[src/rtl/gen_led_signal_if.sv]
// Request/indicator bundle for gen_led_signal: burst request in, indicator and
// burst status out.
interface gen_led_signal_if #(
    parameter int CNT_WIDTH = 4
) ();
    logic                 pulse_in;
    logic [CNT_WIDTH-1:0] blink_cnt;
    logic                 led_out_n;
    logic                 busy;
    logic                 done;

    modport master (
        output pulse_in, blink_cnt,
        input  led_out_n, busy, done
    );

    modport slave (
        input  pulse_in, blink_cnt,
        output led_out_n, busy, done
    );
endinterface

[src/rtl/gen_led_signal.sv]
// Pulse-to-indicator driver: turns a one-cycle request into N active-low blinks
// of programmable on/off length, with a one-deep queue for a follow-up burst.
module gen_led_signal #(
    parameter int CTR_WIDTH  = 22,
    parameter int ON_CYCLES  = 2500000,
    parameter int OFF_CYCLES = 2500000,
    parameter int CNT_WIDTH  = 4
) (
    input  logic             clk,
    input  logic             rst,
    gen_led_signal_if.slave  io
);
    typedef enum logic [1:0] {IDLE, ON, OFF, GAP} state_t;

    localparam logic [CTR_WIDTH-1:0] ON_TC  = CTR_WIDTH'(ON_CYCLES - 1);
    localparam logic [CTR_WIDTH-1:0] OFF_TC = CTR_WIDTH'(OFF_CYCLES - 1);

    state_t               state, state_nxt;
    logic [CTR_WIDTH-1:0] ctr, ctr_nxt;
    logic [CNT_WIDTH-1:0] rem, rem_nxt;
    logic [CNT_WIDTH-1:0] pend_cnt, pend_cnt_nxt;
    logic                 pend, pend_nxt;
    logic                 done_nxt;
    logic                 req;

    // A zero blink count is never a request, so rem can never be loaded with 0.
    assign req = io.pulse_in && (io.blink_cnt != '0);

    always_ff @(posedge clk or posedge rst) begin
        if (rst) begin
            state        <= IDLE;
            ctr          <= '0;
            rem          <= '0;
            pend         <= 1'b0;
            pend_cnt     <= '0;
            io.led_out_n <= 1'b1;
            io.busy      <= 1'b0;
            io.done      <= 1'b0;
        end else begin
            state        <= state_nxt;
            ctr          <= ctr_nxt;
            rem          <= rem_nxt;
            pend         <= pend_nxt;
            pend_cnt     <= pend_cnt_nxt;
            io.led_out_n <= (state_nxt != ON);
            io.busy      <= (state_nxt != IDLE);
            io.done      <= done_nxt;
        end
    end

    always_comb begin
        state_nxt    = state;
        ctr_nxt      = ctr + CTR_WIDTH'(1);
        rem_nxt      = rem;
        pend_nxt     = pend;
        pend_cnt_nxt = pend_cnt;
        done_nxt     = 1'b0;

        if (state != IDLE && req && !pend) begin
            pend_nxt     = 1'b1;
            pend_cnt_nxt = io.blink_cnt;
        end

        case (state)
            IDLE: begin
                ctr_nxt = '0;
                if (req) begin
                    rem_nxt   = io.blink_cnt;
                    state_nxt = ON;
                end
            end
            ON: begin
                if (ctr == ON_TC) begin
                    ctr_nxt = '0;
                    if (rem > CNT_WIDTH'(1)) begin
                        rem_nxt   = rem - CNT_WIDTH'(1);
                        state_nxt = OFF;
                    end else begin
                        done_nxt = 1'b1;
                        if (pend) begin
                            rem_nxt   = pend_cnt;
                            pend_nxt  = 1'b0;
                            state_nxt = GAP;
                        end else if (req) begin
                            // Request landing on the final ON cycle goes straight
                            // into the gap instead of sitting in the queue.
                            rem_nxt   = io.blink_cnt;
                            pend_nxt  = 1'b0;
                            state_nxt = GAP;
                        end else begin
                            state_nxt = IDLE;
                        end
                    end
                end
            end
            OFF, GAP: begin
                if (ctr == OFF_TC) begin
                    ctr_nxt   = '0;
                    state_nxt = ON;
                end
            end
            default: begin
                ctr_nxt   = '0;
                state_nxt = IDLE;
            end
        endcase
    end
endmodule

[src/flat_wrapper.sv]
// flat-port wrapper written by rule: the top's interface ports become plain ports
module gen_led_signal_flat 
#(
    parameter int CTR_WIDTH  = 22,
    parameter int ON_CYCLES  = 2500000,
    parameter int OFF_CYCLES = 2500000,
    parameter int CNT_WIDTH  = 4
)
  (clk, rst, io_pulse_in, io_blink_cnt, io_led_out_n, io_busy, io_done);
  gen_led_signal_if #(.CNT_WIDTH(CNT_WIDTH)) io_i ();
  input  logic clk;
  input  logic rst;
  input wire logic [$bits(io_i.pulse_in)-1:0] io_pulse_in;
  input wire logic [$bits(io_i.blink_cnt)-1:0] io_blink_cnt;
  output wire logic [$bits(io_i.led_out_n)-1:0] io_led_out_n;
  output wire logic [$bits(io_i.busy)-1:0] io_busy;
  output wire logic [$bits(io_i.done)-1:0] io_done;
  assign io_i.pulse_in = io_pulse_in;
  assign io_i.blink_cnt = io_blink_cnt;
  assign io_led_out_n = io_i.led_out_n;
  assign io_busy = io_i.busy;
  assign io_done = io_i.done;
  gen_led_signal #(.CTR_WIDTH(CTR_WIDTH), .ON_CYCLES(ON_CYCLES), .OFF_CYCLES(OFF_CYCLES), .CNT_WIDTH(CNT_WIDTH)) u_core (.clk(clk), .rst(rst), .io(io_i));
endmodule
[config.mk]
export PLATFORM = sky130hd
export DESIGN_NAME = gen_led_signal_flat
export DESIGN_NICKNAME = d
export VERILOG_FILES = /design/src/rtl/gen_led_signal_if.sv /design/src/rtl/gen_led_signal.sv /design/src/flat_wrapper.sv
export SDC_FILE = /design/constraint.sdc
export NUM_CORES = 1
export LEC_CHECK = 0
export CORE_UTILIZATION = 30
export CTS_CLUSTER_DIAMETER = 30
export DETAILED_ROUTE_END_ITERATION = 16
export HOLD_SLACK_MARGIN = 0.03
export SLEW_MARGIN = 20
export SYNTH_ARGS = -nofsm -noshare
export SYNTH_HDL_FRONTEND = slang
export SYNTH_SLANG_ARGS = --single-unit
[constraint.sdc]
create_clock -name clk -period 3.43 [get_ports clk]
set_input_delay 0.686 -clock clk [delete_from_list [all_inputs] [get_ports clk]]
set_output_delay 0.686 -clock clk [all_outputs]
set_load 0.005 [all_outputs]
Yosys cells after proc, flatten, opt, wreduce, memory -nomap -nowiden
Index checks and enable logic that the tools add are counted.

storage, ports and cells
  word-level logic and storage cells = 52
  bits in registers = 36
  output and inout port bits = 3
  input port bits = 7

cells by class
  reduce and logical (&&, ||, !) cells = 12
  mux-type cells = 23
  equal/unequal tests = 6
  magnitude comparators = 1
  add/subtract/negate cells = 2

operator list
  cell                                                                      count
  22-bit one-hot mux with 2 select lines                                    1
  22-bit by 1-bit adder with 22-bit output (second input constant)          1
  22-bit == test (second input constant)                                    1
  22-bit 2-to-1 mux                                                         1
  4-bit 2-to-1 mux                                                          4
  2-bit 2-to-1 mux                                                          6
  1-bit 2-to-1 mux                                                          9
  4-bit one-hot mux with 2 select lines                                     1
  2-bit one-hot mux with 3 select lines                                     1
  2-bit nonzero test                                                        3
  2-bit == test (second input constant)                                     2
  4-bit by 1-bit > comparator with 1-bit output (second input constant)     1
  2-bit by 1-bit inequality test with 1-bit output (second input constant)  2
  4-bit nonzero test                                                        1
  4-bit by 1-bit subtractor with 4-bit output (second input constant)       1
  1-bit logical AND                                                         3
  3-bit OR reduction                                                        1
  2-bit by 1-bit == test with 1-bit output (second input constant)          1
  2-bit logical NOT                                                         1
  2-bit AND reduction                                                       1
  2-bit OR reduction                                                        1
  1-bit logical NOT                                                         1

Depth between registers and ports, before layout
Gate-level depths: netlist of run 1.

  depth in word-level cells = 10
  depth in mapped cells = 7
  mapped depth without buffers = 6

Least setup slack after synthesis of run 1
Ideal clock, no wire load.

  path type = input to register
  start point = in io_blink_cnt[0]
  end point = reg u_core.pend_cnt[0]
  arrival = 1.815 ns
  data required time = 3.305 ns
  buffers on the path = 2
  slack = 1.489 ns
  setup time = 0.125 ns
  cell stages on the path = 5
  cell sequence = buf_6 o41a_1 and3_4 buf_6 mux2_4

on the way
  longest elaborated chain between the ends = 4

RTL lines
  item                             RTL line              RTL
  start: declaration               flat_wrapper.sv:14    input wire logic [$bits(io_i.blink_cnt)-1:0] io_blink_cnt;
  4-bit nonzero test               gen_led_signal.sv:27  assign req = io.pulse_in && (io.blink_cnt != '0);
  1-bit logical AND                gen_led_signal.sv:27
  1-bit logical AND (2 in series)  gen_led_signal.sv:59  if (state != IDLE && req && !pend) begin
  end signal: assignment           gen_led_signal.sv:44  pend_cnt <= pend_cnt_nxt;
  end: declaration                 gen_led_signal.sv:21  logic [CNT_WIDTH-1:0] pend_cnt, pend_cnt_nxt;

Parallel ways exist; a longest one is shown, timed or not.
A chain may end at the register's enable or synchronous reset.

Worst setup path after layout of run 1
  start point = reg u_core.ctr[0]
  end point = reg u_core.ctr[11]

on the way
  longest elaborated chain between the ends = 3
  elaborated cells between the ends (all ways) = 4
  classes of those cells = add/sub (1); eq/ne (1); mux (2)

RTL lines
  item                                                                               RTL line                                                          RTL
  start: declaration                                                                 gen_led_signal.sv:19                                              logic [CTR_WIDTH-1:0] ctr, ctr_nxt;
  start signal: assignment                                                           gen_led_signal.sv:41                                              ctr <= ctr_nxt;
  22-bit by 1-bit adder with 22-bit output / 22-bit == test (equally long branches)  gen_led_signal.sv:53, gen_led_signal.sv:73, gen_led_signal.sv:97
  22-bit 2-to-1 mux *                                                                gen_led_signal.sv:73, gen_led_signal.sv:97
  22-bit one-hot mux with 2 select lines *                                           gen_led_signal.sv:64                                              case (state)
  named net u_core.ctr_nxt[11]                                                       gen_led_signal.sv:19

The timed path passes the listed nets; every way through them passes the cells marked *.

==> results of run 1 <==
==> registers in the layout, indices dropped and copies added, names as in the netlist <==
name and cells:
u_core.pend 1, u_core.io.led_out_n 1, u_core.state 2, u_core.ctr 22, u_core.pend_cnt 4, u_core.io.done 1, u_core.io.busy 1, u_core.rem 4
==> power groups by stage <==
stage	sequential (mW)	combinational (mW)	clock [mW]
2_1_floorplan	0.443	0.0335	0
3_3_place_gp	0.446	0.0452	0
3_5_place_dp	0.446	0.0462	0
4_1_cts	0.438	0.0466	0.389
5_1_grt	0.439	0.0510	0.406
6_report	0.438	0.0460	0.376
==> worst register-to-register path: stages (launching register included) <==
cell and delay (ns):
dfrtp_1 0.39, ha_1 0.22, and4_1 0.28, nand3_2 0.14
or2_1 0.32, nand2_1 0.54, nor2_1 0.12
==> cell usage after synthesis (3+ instances only) <==
| cell type | instances |
|---|---|
| nand2_1 | 19 |
| ha_1 | 3 |
| xor2_1 | 15 |
| buf_2 | 5 |
| o21ai_0 | 5 |
| a31oi_1 | 3 |
| mux2_4 | 4 |
| nand3_1 | 7 |
| and4_1 | 3 |
| nor2_1 | 28 |
| a21oi_1 | 4 |
| and2_1 | 3 |
| mux2i_1 | 3 |
| nor3b_1 | 3 |
| nand4_1 | 5 |
| o31ai_1 | 5 |
| and3_1 | 3 |
| dfrtp_1 | 35 |
| nor3_1 | 6 |
| xnor2_1 | 6 |
| inv_1 | 6 |
==> layout make-up <==
| class | instances | area, um^2 |
|---|---|---|
| clock inverters | 3 | 42.5 |
| fillers | 623 | 4180 |
| well taps | 77 | 96.3 |
| multi-input cells | 157 | 1080 |
| repair buffers | 11 | 105 |
| inverters | 6 | 22.5 |
| flip-flops and latches | 36 | 902 |
| clock buffers | 5 | 68.8 |
==> per-stage QoR <==
step                total power, mW  utilization  instance area (um^2)  hold slack, ns  setup slack, ns
finish                        0.860        0.357                  2320           0.492             1.28
CTS                           0.874        0.357                  2320           0.494             1.22
floorplan                     0.476            -                  2060           0.455             1.49
global placement              0.491        0.340                  2210           0.483             1.06
global route                  0.895        0.357                  2320           0.516             1.01
detailed placement            0.492        0.340                  2210           0.484             1.03
==> cells by family (layout without fill, tap and decap cells) <==
| kind of cell | after synthesis | count (layout) | share of synthesized area |
|---|---|---|---|
| xor+xnor | 21 | 21 | 0.0893 |
| flops | 36 | 36 | 0.438 |
| compound gates | 32 | 32 | 0.115 |
| simple gates | 94 | 94 | 0.258 |
| mux | 7 | 7 | 0.0437 |
| buf+inv | 15 | 25 | 0.0377 |
| fa+ha+maj | 3 | 3 | 0.0182 |
==> final timing paths <==
path                            slack [ns]                   to           from
worst max-delay path                  1.28       u_core.ctr[11]  u_core.ctr[0]
worst min-delay path                  0.49        u_core.ctr[0]  u_core.ctr[0]
worst max register to register        1.28       u_core.ctr[11]  u_core.ctr[0]
worst min register to register        0.49        u_core.ctr[0]  u_core.ctr[0]
max in group asynchronous             2.29  u_core.io.led_out_n            rst
min in group asynchronous             0.79       u_core.ctr[20]            rst
==> layer usage <==
metal / vias up / global-route usage / wire length, um / share of wire
met5: - / 0 / 0 / 0
li1: 759 / - / - / -
met4: 0 / 0.0416 / 48 / 0.011
met2: 37 / 0.184 / 1780 / 0.43
met1: 710 / 0.188 / 2170 / 0.52
met3: 6 / 0.0292 / 185 / 0.044
==> metrics.txt, run 1 <==
most frequent cells in the layout=35 x dfrtp_1, 28 x nor2_1, 19 x nand2_1; Post-synth ARST share=1.00; global placement routability congestion=0.794; vias in the first global route=1434; number of synthesized flops with an enable pin=0; Post-Layout Cell Count=295; post-synthesis sequential area ratio=0.438; Bufs on Longest Clock Path=2; Vert. Die Dim=84.9 um; internal power=0.669 mW; WL/cell=14.2 um; die area=0.00720 mm^2; Final Hold Fails=0; maxcap violations=0; fin crit share=0.627; Yosys top cell area share=0.425; Setup Total Neg Slack=0 ns; Gate power share=0.053; cells on worst reg2reg path=6; Rows=29; delay-heaviest family, CP=simple AND/OR/NAND/NOR gates; Worst-path clk slew=0.07 ns; setup violators final=0; CTS tree=yes; status=complete, no violations; DR vias=1512; # H-tree levels=2; post-synthesis instance total=208; Setup crit start kind=register; I/O pin cnt=10; Final Max Slew Viols=0; class of the worst hold path=reg2reg; drt drc=0; PortBufs=9; post-CTS setup buffer count=0; Final nets=227; Initial DRT Pass Iterations=4; clk sinks=36; core area=0.00649 mm^2; Worst-Margin Slew=0.689 ns; post-synth top area cell=dfrtp_1; max frequency=465 MHz; unrepaired setup endpoints after global routing=false; Root Buffer=clkbuf_8; antenna violations before repair=0; Worst EP required=3.58 ns; Final Skew=0.00604 ns; # hold bufs at CTS=0; maximum VDD drop=0.183 mV; die width=84.9 um; Mapped Avg Cell Area=9.90 um^2; Flop pwr share=0.509; worst-skew pair later-pin latency=0.29 ns; post-DP HPWL=2860 um; yosys warns=0; area of the mapped netlist=0.00206 mm^2; total stage count of the critical path=6; Slowest-stage cell, CP=nand2_1; register bit total from synthesis=36; Clk network pwr share=0.437; CP arrival=2.30 ns; Leakage=0.982 nW; Detailed Route Iter0 Violations=84; CP max stage delay=0.54 ns; share of cells above drive strength 1=0.115; Final min period=2.15 ns; critical path class=reg2reg; commonest non-fill, non-tap cell in the layout=dfrtp_1; Pwr per Cell Area=371 mW/mm^2; GRT overflow=0; Most used DFF post-synth=dfrtp_1; Antenna Cells=0; Slew HR=0.540; critical-path cell list=ha_1, and4_1, nand3_2, or2_1, nand2_1, nor2_1; Synth area leaders=dfrtp_1 43%, xor2_1 6.4%, nor2_1 5.1%; CTS buffer count=5; post-route ant nets=0; placed cell count=287; first-pass GRT wire length=7250 um; PostCTS Resize Cnt=0; syn_nets=218; Worst setup EP type=register; Starting Density=0.317; Sw Ratio=0.222; drt via density=5.13; switching power=0.191 mW; Layout area overhead=12.5%; largest net degree at the start of global routing=37; GRT Util Overall=0.127; DRT Wirelength=4190 um; critical path buffer and inverter count=0; Synth cell types=49; worst hold stages=1; Crit Path Max Fanout=20
No activity file was read; power rests on OpenSTA's default activity.
==> inputs of run 2 (changes only) <==
==> constraint.sdc (replaced) <==
create_clock -name clk -period 2 [get_ports clk]
set_input_delay 0.4 -clock clk [delete_from_list [all_inputs] [get_ports clk]]
set_output_delay 0.4 -clock clk [all_outputs]
set_load 0.005 [all_outputs]
==> metrics.txt, run 2 (synthesis gave the netlist of run 1 again) <==
Leakage=1.02 nW; global placement routability congestion=0.816; FF-to-FF Start=u_core.ctr[0]; drt via density=5.25; largest register by flop count=u_core.ctr; Clk network pwr share=0.367; max FFs per register=22; Antenna Cells=0; Crit Path Max Fanout=5; Final min period=1.83 ns; maximum VDD drop=0.299 mV; Setup crit start=u_core.ctr[0]; internal power=1.03 mW; class of the worst hold path=reg2reg; first-pass GRT wire length=7490 um; Total Power=1.33 mW; GRT overflow=0; Layout area overhead=14.9%; Final Hold Fails=0; commonest non-fill, non-tap cell in the layout=dfrtp_1; drt drc=0; hold_sp=u_core.ctr[0]; WL/cell=13.9 um; Sw Ratio=0.229; worst-skew pair later-pin latency=0.28 ns; unrepaired setup endpoints after global routing=true; DRT Wirelength=4230 um; Starting Density=0.317; Worst-path clk slew=0.07 ns; Root Buffer=clkbuf_8; critical path class=reg2reg; DR vias=1601; Vert. Die Dim=84.9 um; Final Max Slew Viols=0; Initial DRT Pass Iterations=4; # H-tree levels=2; largest net degree at the start of global routing=37; Setup Total Neg Slack=0 ns; post-CTS setup buffer count=0; Worst-Margin Slew=0.507 ns; setup violators final=0; antenna violations before repair=0; PortBufs=9; die area=0.00720 mm^2; max frequency=545 MHz; post-DP HPWL=3070 um; PostCTS Resize Cnt=0; cells on worst reg2reg path=6; status=complete, no violations; Worst EP required=2.17 ns; Gate power share=0.071; CTS buffer count=5; die width=84.9 um; I/O pin cnt=10; # hold bufs at CTS=0; Setup crit start kind=register; biggest regs=u_core.ctr: 22 flops, u_core.pend_cnt: 4 flops, u_core.rem: 4 flops; switching power=0.305 mW; fin crit share=0.917; Slew HR=0.660; Rows=29; CTS tree=yes; Final nets=238; worst hold stages=1; Worst setup EP type=register; CP arrival=2.01 ns; share of cells above drive strength 1=0.149; vias in the first global route=1577; Pwr per Cell Area=563 mW/mm^2; maxcap violations=0; post-route ant nets=0; Detailed Route Iter0 Violations=51; most frequent cells in the layout=35 x dfrtp_1, 28 x nor2_1, 19 x nand2_1; Flop pwr share=0.562; core area=0.00649 mm^2; Final Skew=0.00347 ns; GRT Util Overall=0.130; clk sinks=36; Bufs on Longest Clock Path=2
[run 2: worst max-delay path, stage by stage (launching register included)]
cell       delay (ns)
dfrtp_1          0.39
ha_1             0.22
and4_1           0.27
nand3_2          0.15
nor2_1           0.37
o2111ai_1        0.17
o221a_2          0.15
[run 2: final cells by class]
class	count	area (um^2)
Fill cell	649	4130
Multi-Input combinational cell	157	1080
Sequential cell	36	902
Timing Repair Buffer	22	188
Tap cell	77	96.3
Clock buffer	6	72.6
Inverter	6	22.5
Clock inverter	1	5.00
[run 2: power groups by stage]
stage,logic [mW],registers [mW],clock network (mW)
after floorplan,0.0575,0.759,0
after global placement,0.0948,0.762,0
after detailed placement,0.0963,0.762,0
after CTS,0.0961,0.749,0.498
after global routing,0.105,0.749,0.528
final,0.0947,0.748,0.488
[run 2: path summary, 6_finish.rpt]
| check | to | slack (ns) |
|---|---|---|
| max in group asynchronous | u_core.io.led_out_n | 1.13 |
| setup reg to reg | u_core.rem[2] | 0.17 |
| min in group asynchronous | u_core.ctr[14] | 0.52 |
| hold / removal | u_core.ctr[0] | 0.49 |
| setup / recovery | u_core.rem[2] | 0.17 |
| hold reg to reg | u_core.ctr[0] | 0.49 |
[run 2: metrics by stage]
step	cell area, um^2	instances	utilization	hold slack, ns	setup slack, ns
5_1_grt	2370	305	0.364	0.513	-0.000266
3_5_place_dp	2290	298	0.352	0.482	0.0363
3_3_place_gp	2290	298	0.352	0.478	0.0612
4_1_cts	2370	305	0.364	0.492	0.143
2_1_floorplan	2060	208	-	0.455	0.345
6_report	2370	305	0.364	0.493	0.167
[run 2: per-layer routing]
layer	part of all wire	vias to the layer above	GRT usage
met4	0.0059	0	0.0339
met3	0.045	3	0.0311
met5	0	-	0
met2	0.44	35	0.202
li1	-	793	-
met1	0.51	770	0.184
==> inputs of run 3 (changes only) <==
--- a/config.mk
+++ b/config.mk
@@ -5,10 +5,10 @@
 export SDC_FILE = /design/constraint.sdc
 export NUM_CORES = 1
 export LEC_CHECK = 0
-export CORE_UTILIZATION = 30
+export CORE_UTILIZATION = 55
 export CTS_CLUSTER_DIAMETER = 30
 export DETAILED_ROUTE_END_ITERATION = 16
-export HOLD_SLACK_MARGIN = 0.03
+export PLACE_DENSITY = 0.74
 export SLEW_MARGIN = 20
 export SYNTH_ARGS = -nofsm -noshare
 export SYNTH_HDL_FRONTEND = slang
==> metrics.txt, run 3 (synthesis gave the netlist of run 1 again) <==
CTS buffer count=5; Antenna Cells=0; core area=0.00347 mm^2; status=complete, no violations; post-route ant nets=0; worst hold margin=0.495 ns; Total Power=1.34 mW; Bufs on Longest Clock Path=2; Clk network pwr share=0.373; share of cells above drive strength 1=0.133; switching power=0.313 mW; # H-tree levels=2; max FFs per register=22; drt drc=0; largest register by flop count=u_core.ctr; DRT Wirelength=4330 um; Starting Density=0.594; Root Buffer=clkbuf_8; commonest non-fill, non-tap cell in the layout=dfrtp_1; Sw Ratio=0.233; Final Max Slew Viols=0; Worst-path clk slew=0.07 ns; Final Skew=0.0111 ns; die width=63.2 um; Final Hold Fails=0; drt via density=5.98; critical path class=reg2reg; global placement routability congestion=0.825; PortBufs=9; Setup crit start kind=register; GRT Util Overall=0.246; PostCTS Resize Cnt=0; internal power=1.03 mW; setup violators final=0; post-DP HPWL=2990 um; largest net degree at the start of global routing=37; Pwr per Cell Area=581 mW/mm^2; biggest regs=u_core.ctr: 22 flops, u_core.pend_cnt: 4 flops, u_core.rem: 4 flops; maxcap violations=0; Leakage=1.01 nW; Slew HR=0.675; max frequency=533 MHz; Crit Path Max Fanout=5; post-CTS setup buffer count=0; critical-path cell list=ha_1, and4_1, nand3_2, or2_1, a21oi_1, o221a_2; die area=0.00399 mm^2; Rows=21; unrepaired setup endpoints after global routing=true; fin crit share=0.937; # hold bufs at CTS=0; Vert. Die Dim=63.2 um; CP max stage delay=0.40 ns; I/O pin cnt=10; cells on worst reg2reg path=6; CTS tree=yes; Detailed Route Iter0 Violations=179; WL/cell=16.0 um; vias in the first global route=1601; Worst-Margin Slew=0.483 ns; Final min period=1.87 ns; clk sinks=36; Flop pwr share=0.557; Worst EP required=2.23 ns; CP arrival=2.11 ns; first-pass GRT wire length=7580 um; worst-skew pair later-pin latency=0.29 ns; class of the worst hold path=in2async; Initial DRT Pass Iterations=4; GRT overflow=0; DR vias=1620; Layout area overhead=12.3%; Gate power share=0.070; antenna violations before repair=0; Final nets=234; maximum VDD drop=0.411 mV; most frequent cells in the layout=35 x dfrtp_1, 28 x nor2_1, 19 x nand2_1; Worst setup EP type=register; Slowest-stage cell, CP=dfrtp_1
==> run 3: through the flow <==
stage / setup slack [ns] / cells / setup TNS (ns) / cell area, um^2 / utilization
6_report: 0.125 / 271 / 0 / 2310 / 0.667
5_1_grt: -0.0185 / 271 / -0.0185 / 2310 / 0.667
4_1_cts: 0.121 / 271 / 0 / 2310 / 0.667
3_5_place_dp: -0.0281 / 263 / -0.0343 / 2230 / 0.644
3_3_place_gp: 0.0411 / 263 / 0 / 2230 / 0.644
2_1_floorplan: 0.345 / 208 / 0 / 2060 / -
==> run 3: worst paths after layout <==
path | from | to | slack [ns]
max reg2reg | u_core.ctr[0] | u_core.rem[2] | 0.13
min reg2reg | u_core.ctr[0] | u_core.ctr[0] | 0.50
min | rst | u_core.pend_cnt[0] | 0.50
max in group asynchronous | rst | u_core.io.led_out_n | 1.14
max | u_core.ctr[0] | u_core.rem[2] | 0.13
min in group clk | u_core.ctr[0] | u_core.ctr[0] | 0.50
==> run 3: per-layer routing <==
metal  vias to the layer above  routed length (um)  share of wire  global-route usage
li1                        780                   -              -                   -
met1                       785                1920           0.44               0.317
met2                        42                2130           0.49               0.395
met3                        13                 155          0.036              0.0453
met4                         0                 122          0.028               0.125
met5                         -                   0              0                   0
==> run 3: power groups by stage <==
stage                     clock (mW)  sequential, mW  combinational [mW]
final                          0.501           0.749              0.0943
after global routing           0.540           0.750               0.104
after CTS                      0.504           0.749              0.0944
after detailed placement           0           0.762              0.0941
after global placement             0           0.763              0.0910
after floorplan                    0           0.759              0.0575
==> run 3: worst max-delay path, delay by kind of cell (launching register included) <==
kind	cells	cell delay, ns
compound gates	2	0.44
flops	1	0.40
simple gates	3	0.77
fa+ha+maj	1	0.22
==> run 3: final cells by class <==
class	instances	area, um^2
Timing Repair Buffer	18	170
Fill cell	277	1150
Clock inverter	1	5.00
Sequential cell	36	902
Multi-Input combinational cell	157	1080
Clock buffer	7	76.3
Tap cell	46	57.6
Inverter	6	22.5
==> RTL edit: new RTL, flow settings as in run 3 <==
Encoding of `state_t`: now one-hot (4 bits for 4 states).
--- a/src/rtl/gen_led_signal.sv
+++ b/src/rtl/gen_led_signal.sv
@@ -12,3 +12,3 @@
 );
-    typedef enum logic [1:0] {IDLE, ON, OFF, GAP} state_t;
+    typedef enum logic [3:0] {IDLE = 4'b0001, ON = 4'b0010, OFF = 4'b0100, GAP = 4'b1000} state_t;
 
Function: same outputs for any inputs over 10 cycles, from zero or initial values and one cycle with rst high; not proved beyond that.
==> RTL edit against run 3 <==
- fmax is 0.45% lower
- cell count is 9.2% higher
- highest routed layer unchanged
- synthesized area grew 2.0%
- critical path type unchanged
- setup slack got worse by 0.0084 ns
- sequential cell count is 2 higher
- count of clock-buffer cells in the layout unchanged
- routed wire length down 5.6%
- cell area rose by 6.7%
Power is not compared: it rests on default switching activity, and its combinational part moved more than twofold at a synthesized area within 25%.
==> RTL edit: results (changes against run 3) <==
| Metric | Value |
|---|---|
| Status | `complete, no violations` |
| Met1 GRT Util | `30.4% (-1.4 points)` |
| Synth Area in Adders | `1.79% (-0.036 points)` |
| Wire per inst | `13.8 microns (-14%)` |
| Number of global-route vias before repair | `1690 (+5.6%)` |
| R2r endpoint | `u_core.io.busy$_DFF_PP0_` |
| Post-Syn Instances | `220 (+5.8%)` |
| Final nets | `257 (+9.8%)` |
| Reg2reg start | `u_core.rem[0]$_DFFE_PP0P_` |
| Pre-CTS WS | `0.0000970 ns (+0.0282 ns)` |
| Hold slack final | `0.478 ns (-0.0167 ns)` |
| Placed Area | `2340 sq um (+4.9%)` |
| Area grow syn2layout | `17.5%` |
| Tightest Hold Check Type | `reg -> reg` |
| DRT iter0 DRCs | `115 (-36%)` |
| Total track usage | `24.3% (-0.28 points)` |
| Setup Skew | `0.00773 ns (-0.00340 ns)` |
| Slew HR | `68.5% (+0.99 points)` |
| WL met1 | `1920 microns (-0.31%)` |
| FF+latch area | `953 sq um (+5.7%)` |
| ClkCell Share | `4.31% (+0.79 points)` |
| Multi-In Gates | `166 (+5.7%)` |
| Count of different cell masters after synthesis | `46 (-6.1%)` |
| # placed instances | `286 (+8.7%)` |
| Routability Congestion | `0.835 (+1.2%)` |
| Share of layout cells above drive strength 1 | `16.1% (+2.8 points)` |
| Worst path max stage delay | `0.45 ns (+0.05 ns)` |
| Synth top area cells | `dfrtp_1 43%, nor2_1 6.4%, xnor2_1 6.3%` |
| Router iterations before antenna repair | `5 (+1)` |
| XOR/XNOR Fraction of Synth Area | `8.34% (-0.59 points)` |
| Inverter count | `11 (+5)` |
| Syn Nets | `230 (+5.5%)` |
-- RTL edit: repair_timing --
item | 4_1_cts | 5_1_grt
buffers inserted | 0 | 2
setup endpoints to repair | 0 | 6
gates resized for setup | 0 | 1
-- RTL edit: worst register-to-register path: stages (launching register included) --
cell and delay, ns:
dfrtp_1 0.45, inv_1 0.09, ha_1 0.19, nor2_1 0.08, or3_1 0.36, or3_1 0.41, o21a_1 0.20
-- RTL edit: how the worst max path moves through the flow --
stage / slack (ns) / endpoint / cells after the start
finish: 0.12 / u_core.io.busy$_DFF_PP0_ / 6
global placement: 0.005 / u_core.pend_cnt[2]$_DFFE_PP0P_ / 5
detailed placement: 0.0001 / u_core.pend_cnt[2]$_DFFE_PP0P_ / 5
CTS: 0.07 / u_core.state[1]$_DFF_PP0_ / 6
floorplan: 0.28 / u_core.rem[2]$_DFFE_PP0P_ / 5
global route: 0.01 / u_core.state[1]$_DFF_PP0_ / 6
